$ cat src/rtl/pmcc_instr_fetch.sv
// Purpose: PMCC instruction fetch; drives code DPRAM port B and queues fetched words with their PC for the decoder.
// Latency: start/jump sampled in cycle 0 -> mem_addr cycle 1 -> rdata cycle 2 -> instr_valid cycle 3; then 1 instr/cycle.
// Backpressure: instr_valid/instr_ready handshake; fetch stalls (mem_addr held, no tag issued) when buffer + in-flight is full.
//
// Ports:
//   clk, rst                  clock, asynchronous active-high reset
//   start, start_pc           pulse: begin fetching at start_pc (in RUN: acts as a jump)
//   stop                      pulse: abort fetch, flush, return to IDLE
//   jump, jump_target         pulse: redirect fetch while in RUN (ignored in IDLE)
//   mem_addr, mem_rdata       DPRAM port B address / read data (data valid 1 cycle after address)
//   instr, instr_pc           head of instruction buffer and its byte address
//   instr_valid, instr_ready  decoder handshake; pop on instr_valid & instr_ready
//   busy                      high while in RUN
module pmcc_instr_fetch #(
    parameter int unsigned DEPTH     = 256,
    parameter int unsigned BUF_DEPTH = 4,
    parameter logic [31:0] RESET_PC  = 32'h0
) (
    input  logic        clk,
    input  logic        rst,
    input  logic        start,
    input  logic [31:0] start_pc,
    input  logic        stop,
    input  logic        jump,
    input  logic [31:0] jump_target,
    output logic [31:0] mem_addr,
    input  logic [31:0] mem_rdata,
    output logic [31:0] instr,
    output logic [31:0] instr_pc,
    output logic        instr_valid,
    input  logic        instr_ready,
    output logic        busy
);

    localparam int AW = $clog2(DEPTH);
    localparam int PW = AW - 2;
    localparam int BW = (BUF_DEPTH > 1) ? $clog2(BUF_DEPTH) : 1;
    localparam int CW = $clog2(BUF_DEPTH + 1);
    localparam logic [CW:0]   BUF_LIM  = (CW + 1)'(BUF_DEPTH);
    localparam logic [BW-1:0] PTR_LAST = BW'(BUF_DEPTH - 1);

    typedef enum logic {
        IDLE = 1'b0,
        RUN  = 1'b1
    } state_t;

    state_t state;

    // Word index of the address currently on mem_addr (the last issued fetch).
    logic [PW-1:0] pc_q;

    // In-flight tags: a_vld marks the RAM address stage (address on mem_addr
    // this cycle was issued), d_vld/d_pc mark the RAM data stage.
    logic          a_vld;
    logic          d_vld;
    logic [PW-1:0] d_pc;

    logic [31:0]   buf_dat [BUF_DEPTH];
    logic [PW-1:0] buf_pc  [BUF_DEPTH];
    logic [BW-1:0] rd_ptr;
    logic [BW-1:0] wr_ptr;
    logic [CW-1:0] count;

    logic          pop;
    logic          push;
    logic          redirect;
    logic          halt;
    logic          flush;
    logic [PW-1:0] redirect_pc;
    logic [CW:0]   occ;

    // Byte offset and upper address bits are meaningless inside the code memory.
    logic unused_bits;
    assign unused_bits = ^{start_pc[31:AW], start_pc[1:0], jump_target[31:AW], jump_target[1:0]};

    assign pop      = instr_valid & instr_ready;
    assign redirect = (state == RUN) & ~stop & (jump | start);
    assign halt     = (state == RUN) & stop;
    assign flush    = redirect | halt;
    // A word arriving on the same edge as a flush belongs to the old stream.
    assign push     = d_vld & ~flush;

    // Jump wins over a simultaneous start.
    assign redirect_pc = jump ? jump_target[AW-1:2] : start_pc[AW-1:2];

    // Slots already claimed after this edge's pop; issuing only below the limit
    // guarantees every in-flight word has a buffer slot when it lands.
    assign occ = (CW + 1)'(count) + (CW + 1)'(a_vld) + (CW + 1)'(d_vld) - (CW + 1)'(pop);

    assign mem_addr    = {{(32 - AW){1'b0}}, pc_q, 2'b00};
    assign instr       = buf_dat[rd_ptr];
    assign instr_pc    = {{(32 - AW){1'b0}}, buf_pc[rd_ptr], 2'b00};
    assign instr_valid = (count != '0);
    assign busy        = (state == RUN);

    function automatic logic [BW-1:0] next_ptr(input logic [BW-1:0] p);
        return (p == PTR_LAST) ? '0 : p + BW'(1);
    endfunction

    always_ff @(posedge clk or posedge rst) begin
        if (rst) begin
            state  <= IDLE;
            pc_q   <= RESET_PC[AW-1:2];
            a_vld  <= 1'b0;
            d_vld  <= 1'b0;
            d_pc   <= '0;
            rd_ptr <= '0;
            wr_ptr <= '0;
            count  <= '0;
            for (int i = 0; i < BUF_DEPTH; i++) begin
                buf_dat[i] <= '0;
                buf_pc[i]  <= '0;
            end
        end else begin
            d_vld <= a_vld & ~flush;
            d_pc  <= pc_q;
            a_vld <= 1'b0;

            if (state == IDLE) begin
                if (start && !stop) begin
                    state <= RUN;
                    pc_q  <= start_pc[AW-1:2];
                    a_vld <= 1'b1;
                end
            end else begin
                if (stop) begin
                    state <= IDLE;
                end else if (jump || start) begin
                    pc_q  <= redirect_pc;
                    a_vld <= 1'b1;
                end else if (occ < BUF_LIM) begin
                    // Word index width makes DEPTH-4 -> 0 wrap automatic.
                    pc_q  <= pc_q + PW'(1);
                    a_vld <= 1'b1;
                end
            end

            if (flush) begin
                rd_ptr <= '0;
                wr_ptr <= '0;
                count  <= '0;
            end else begin
                if (push) begin
                    buf_dat[wr_ptr] <= mem_rdata;
                    buf_pc[wr_ptr]  <= d_pc;
                    wr_ptr          <= next_ptr(wr_ptr);
                end
                if (pop) begin
                    rd_ptr <= next_ptr(rd_ptr);
                end
                if (push && !pop) begin
                    count <= count + CW'(1);
                end else if (pop && !push) begin
                    count <= count - CW'(1);
                end
            end
        end
    end

endmodule

$ cat config.mk
export PLATFORM = sky130hd
export DESIGN_NAME = pmcc_instr_fetch
export DESIGN_NICKNAME = d
export VERILOG_FILES = /design/src/rtl/pmcc_instr_fetch.sv
export SDC_FILE = /design/constraint.sdc
export NUM_CORES = 1
export LEC_CHECK = 0
export CELL_PAD_IN_SITES_DETAIL_PLACEMENT = 1
export CELL_PAD_IN_SITES_GLOBAL_PLACEMENT = 2
export CORE_MARGIN = 8
export CORE_UTILIZATION = 35
export CTS_BUF_LIST = sky130_fd_sc_hd__clkbuf_16
export DETAILED_ROUTE_END_ITERATION = 6
export GPL_TIMING_DRIVEN = 0
export PLACE_DENSITY_LB_ADDON = 0.3
export SLEW_MARGIN = 5
export SYNTH_ARGS = -nofsm -noshare
export SYNTH_HDL_FRONTEND = slang
export SYNTH_SLANG_ARGS = --single-unit
$ cat constraint.sdc
create_clock -name clk -period 8.1 [get_ports clk]
set_input_delay 1.62 -clock clk [delete_from_list [all_inputs] [get_ports clk]]
set_output_delay 1.62 -clock clk [all_outputs]
set_load 0.01 [all_outputs]
==> flow_summary.yaml, run 1 <==
layout:
  fin_util: 0.446
  fillers: 2427
  fin_nets: 833
  syn2layout_area_growth_pct: 25.7
  final_cells: 1057
  final_cell_mix: "174 x dfrtp_1, 94 x clkdlybuf4s50_1, 80 x mux2_4, 75 x mux2_2"
  final_cell_area_um2: 10800
  antenna_cells: 0
  layout_commonest_cell: "dfrtp_1"
  drive_gt1_frac: 0.423
routing:
  post_drt_wl_per_cell_um: 18.9
  vias: 4981
  viasPerCell: 4.71
  drt-total-wl_mm: 19.9
  ant_nets: 0
  drcViolationCount: 0
  dr.pass1.iters: 5
  drt_iter0_drc: 195
worst_setup_path:
  path_max_fanout: 10
  crit_family: "buffers and inverters"
  crit_path_end_kind: "output port"
  crit_required_ns: 6.48
  endpoint: "instr[28]"
  crit_path_start: "rd_ptr[1]"
  crit_cells: 4
  regToRegSetupSlack_ns: 4.87
  r2r_start: "count[0]"
  cpPeakStageDelay_ns: 0.68
  critPathBufInv: 3
  crit_type: "reg2out"
  start_kind: "flip-flop"
  arrival_ns: 3.11
  r2r-end: "pc_q[1]"
  slowest_stage: "buf_1"
  worstRegToRegCells: 10
  cp_cell_sequence: "clkbuf_1 -> buf_1 -> mux4_2 -> clkdlybuf4s50_1"
clock_network:
  worstSkewPairLatency_ns: 0.43
  numCtsBuffers: 17
  post_cts_buffers: 0
  ctsHoldBuffers: 0
  ctsResizeCount: 0
  cts_root_buf: "clkbuf_16"
  h-tree-depth: 4
  clk_pin_slew_ns: 0.07
  cts_sinks: 174
  cts_buffer_depth: 2
  tritoncts: "built"
place:
  hpwl_mm: 14.2
  placed_area_um2: 10200
  placed_cells: 1025
  portBuffers: 94
  place_congestion: 0.774
floorplanning:
  core_um2: 24200
  io_pins: 200
  initial_core_util: 0.355
  die-area_um2: 29800
  die_h_um: 173
  die_x_um: 173
  core.rowCount: 57
yosys:
  ys_ff_latch: 174
  synth.largest_area_cell: "dfrtp_1"
  syn_area_per_cell_um2: 15.5
  ys.flop_type: "dfrtp_1"
  synth-seq-area-share: 0.507
  synth_area_leaders: "dfrtp_1 51%, mux2_4 14%, mux4_2 10%"
  postSynth.asyncResetShare: 1.00
  yosysTopAreaCellShare: 0.507
  syn_area_um2: 8590
  yosysUniqueCellTypes: 47
  synth_warnings: 0
  syn_inst: 555
  synth_edf_count: 0
run:
  cap_violations: 0
power:
  p_per_area_nw_per_um2: 387
  leakage_nw: 5.08
  ir_drop_mv: 0.181
  power_w: 0.00418
global_route:
  grt_pass1_vias: 5837
  grt_max_degree: 104
  overflow: 0
  antenna_found_initial: 2
  grt_pass1_wl_mm: 33.1
  grt_use_total: 0.139
sta:
  setup_violations: 0
  worstMarginPinSlew_ns: 0.862
  finalCritPeriodShare: 0.584
  hold_ws_ns: 0.475
  hold_violations: 0
  finClkSkew_ns: 0.0102
  drv_slew: 0
  fin_crit_ns: 4.73
  worst_slew_margin_rel: 0.426
  max_freq_mhz: 212
  rsz0062_at_grt: "no"
status:
  outcome: "finished clean"
worst_hold_path:
  min_path_type: "reg2reg"
[cell type report]
cell class	instances	area [µm²]	share of cell area
flip-flops and latches	174	4350	0.403
multi-input cells	337	3750	0.348
repair buffers	95	968	0.0897
plain buffers	81	616	0.0570
clock buffers	17	425	0.0394
well taps	324	405	0.0376
clock inverters	15	210	0.0195
inverters	14	60.1	0.00556
[worst min path at each step]
stage               slack, ns  depth (start not counted)          end   startpoint
CTS                      0.48                          0      d_pc[1]      pc_q[1]
finish                   0.47                          0      d_pc[1]      pc_q[1]
global route             0.52                          1  buf_dat[52]  buf_dat[52]
floorplan                0.45                          0      d_pc[5]      pc_q[5]
detailed placement       0.46                          0      d_pc[1]      pc_q[1]
global placement         0.47                          0      d_pc[1]      pc_q[1]
[stage by stage]
step / setup TNS, ns / setup WS, ns
after floorplan: 0 / 1.76
after global placement: -23.50 / -0.147
after detailed placement: 0 / 3.62
after CTS: 0 / 3.29
after global routing: 0 / 3.26
final: 0 / 3.37
[logic make-up (layout without fill, tap and decap cells)]
kind of cell    count (synthesis)  count (layout)  share of synthesized area
compound gates                 29              29                     0.0246
xor+xnor                        3               3                    0.00306
fa+ha+maj                      11              11                     0.0169
mux                           194             194                      0.339
buf+inv                        95             222                     0.0778
simple gates                   48              48                     0.0309
other cells                     1              52                   0.000437
flops                         174             174                      0.507
[flip-flops by register name (all words and copies together), names as in the netlist]
| signal | cells |
|---|---|
| rd_ptr | 2 |
| count | 3 |
| d_vld | 1 |
| wr_ptr | 2 |
| a_vld | 1 |
| buf_dat | 128 |
| d_pc | 6 |
| pc_q | 6 |
| buf_pc | 24 |
| busy | 1 |
[routing by layer]
| metal | GRT usage | routed length [µm] | up-vias | part of all wire |
|---|---|---|---|---|
| li1 | - | - | 2238 | - |
| met1 | 0.176 | 8820 | 2610 | 0.44 |
| met2 | 0.227 | 9870 | 110 | 0.49 |
| met3 | 0.0447 | 1030 | 19 | 0.052 |
| met4 | 0.0326 | 194 | 4 | 0.0097 |
| met5 | 0 | 23 | - | 0.0012 |
[worst reg2reg max path, stage by stage (launching register included)]
cell	delay, ns
dfrtp_1	0.43
o31ai_1	0.56
inv_1	0.26
ha_1	0.25
inv_1	0.06
ha_1	0.23
a21oi_1	0.29
a2111oi_0	0.17
a311oi_2	0.44
inv_2	0.13
mux2_2	0.29
[synth_stat cells, types with 4 or more instances]
cell,count
buf_2,9
mux2_4,80
mux2_2,75
ha_1,10
dfrtp_1,174
buf_4,52
inv_1,12
buf_6,11
nor2_1,8
nor3_1,8
nand2_2,4
clkbuf_1,5
nand2_1,8
mux4_2,38
a21oi_1,7
[power breakdown]
| group | total [W] | leakage, nW | internal [W] | switching (W) |
|---|---|---|---|---|
| Combinational | 0.00176 | 2.60 | 0.00111 | 0.000655 |
| Sequential | 0.00153 | 2.18 | 0.00128 | 0.000254 |
| Clock | 0.000881 | 0.294 | 0.000522 | 0.000359 |
| Total | 0.00418 | 5.08 | 0.00291 | 0.00127 |
Note: power is estimated with default switching activity, not from simulation.
==> run 2: changes to the inputs <==
Clock period 8.1 ns to 4.7 ns, I/O delays scaled along.
==> flow_summary.yaml, run 2 (synthesis results as in run 1) <==
worst_setup_path:
  path_max_fanout: 10
  arrival_ns: 3.01
  crit_path_start: "rd_ptr[1]"
  r2r_start: "count[2]"
  r2r-end: "pc_q[2]"
  regToRegSetupSlack_ns: 1.35
  crit_type: "reg2out"
  endpoint: "instr[29]"
  worstRegToRegCells: 10
  start_kind: "flip-flop"
  crit_required_ns: 3.76
  crit_path_end_kind: "output port"
power:
  p_seq_frac: 0.373
  combinationalPowerShare: 0.433
  p_switching_w: 0.00220
  p_sw_frac: 0.311
  ir_drop_mv: 0.376
  p_per_area_nw_per_um2: 654
  leakage_nw: 5.09
  p_clk_frac: 0.194
  p_int_w: 0.00487
sta:
  worstMarginPinSlew_ns: 0.820
  rsz0062_at_grt: "no"
  max_freq_mhz: 253
  drv_slew: 0
  fin_crit_ns: 3.95
  finalCritPeriodShare: 0.841
  setup_violations: 0
  setup_tns_ns: 0
  hold_violations: 0
  worst_slew_margin_rel: 0.454
  setup_ws_ns: 0.745
  finClkSkew_ns: 0.00772
floorplanning:
  initial_core_util: 0.355
  io_pins: 200
  die-area_um2: 29800
  die_x_um: 173
  core.rowCount: 57
  die_h_um: 173
  core_um2: 24200
layout:
  fin_util: 0.447
  antenna_cells: 0
  fillers: 2423
  syn2layout_area_growth_pct: 26.0
  fin_nets: 837
  top_register: "buf_dat"
  final_cell_mix: "174 x dfrtp_1, 94 x clkdlybuf4s50_1, 80 x mux2_4, 75 x mux2_2"
  drive_gt1_frac: 0.427
  layout_commonest_cell: "dfrtp_1"
  largest_reg_flops: 128
  top_regs: "buf_dat (128), buf_pc (24)"
clock_network:
  cts_sinks: 174
  ctsHoldBuffers: 0
  ctsResizeCount: 0
  h-tree-depth: 4
  numCtsBuffers: 17
  worstSkewPairLatency_ns: 0.42
  cts_root_buf: "clkbuf_16"
  tritoncts: "built"
  cts_buffer_depth: 2
  post_cts_buffers: 0
  clk_pin_slew_ns: 0.07
routing:
  drt_iter0_drc: 200
  vias: 4958
  ant_nets: 0
  drt-total-wl_mm: 20.1
  viasPerCell: 4.67
  post_drt_wl_per_cell_um: 18.9
  dr.pass1.iters: 4
  drcViolationCount: 0
place:
  place_congestion: 0.792
  hpwl_mm: 14.8
  dpl_worst_slack_ns: 0.797
  portBuffers: 94
global_route:
  grt_pass1_vias: 5868
  grt_use_total: 0.140
  overflow: 0
  grt_max_degree: 35
  grt_pass1_wl_mm: 33.3
  antenna_found_initial: 0
status:
  outcome: "finished clean"
run:
  cap_violations: 0
worst_hold_path:
  min_path_type: "reg2reg"
==> run 2: worst min-delay path by stage <==
stage	start	endpoint	slack [ns]	cells after the start
final	pc_q[1]	d_pc[1]	0.49	0
after global routing	pc_q[1]	d_pc[1]	0.51	0
after CTS	pc_q[1]	d_pc[1]	0.49	0
after detailed placement	pc_q[1]	d_pc[1]	0.47	0
after global placement	pc_q[1]	d_pc[1]	0.46	0
after floorplan	pc_q[5]	d_pc[5]	0.45	0
==> run 2: per-stage QoR <==
| step | instances | hold slack (ns) | power [W] | instance area [µm²] |
|---|---|---|---|---|
| 2_1_floorplan | 606 | 0.454 | 0.00452 | 8780 |
| 3_3_place_gp | 1024 | 0.456 | 0.00560 | 10100 |
| 3_5_place_dp | 1029 | 0.469 | 0.00577 | 10200 |
| 4_1_cts | 1061 | 0.490 | 0.00720 | 10800 |
| 5_1_grt | 1061 | 0.512 | 0.00751 | 10800 |
| 6_report | 1061 | 0.486 | 0.00707 | 10800 |
==> run 2: power by group through the flow <==
stage	clock network, W	registers, W	logic (W)
floorplan	0	0.00250	0.00202
global placement	0	0.00258	0.00302
detailed placement	0	0.00266	0.00311
CTS	0.00142	0.00264	0.00313
global route	0.00147	0.00274	0.00331
finish	0.00137	0.00264	0.00306
==> run 2: metal layers <==
metal / part of all wire / track usage
met1: 0.44 / 0.176
met2: 0.51 / 0.236
met3: 0.043 / 0.0377
met4: 0.0095 / 0.0373
met5: 0 / 0
==> run 2: worst max-delay path: stages (launching register included) <==
cell and delay (ns):
dfrtp_1 0.44, clkbuf_1 0.56, buf_1 0.61, mux4_2 0.47, clkdlybuf4s50_1 0.51
==> run 2: area by class of cell <==
class                   count  area [µm²]  area share
clock inverters            15         154      0.0142
multi-input cells         337        3750       0.347
clock buffers              17         425      0.0393
repair buffers             99        1050      0.0970
inverters                  14        56.3     0.00521
well taps                 324         405      0.0375
flip-flops and latches    174        4350       0.403
plain buffers              81         616      0.0569
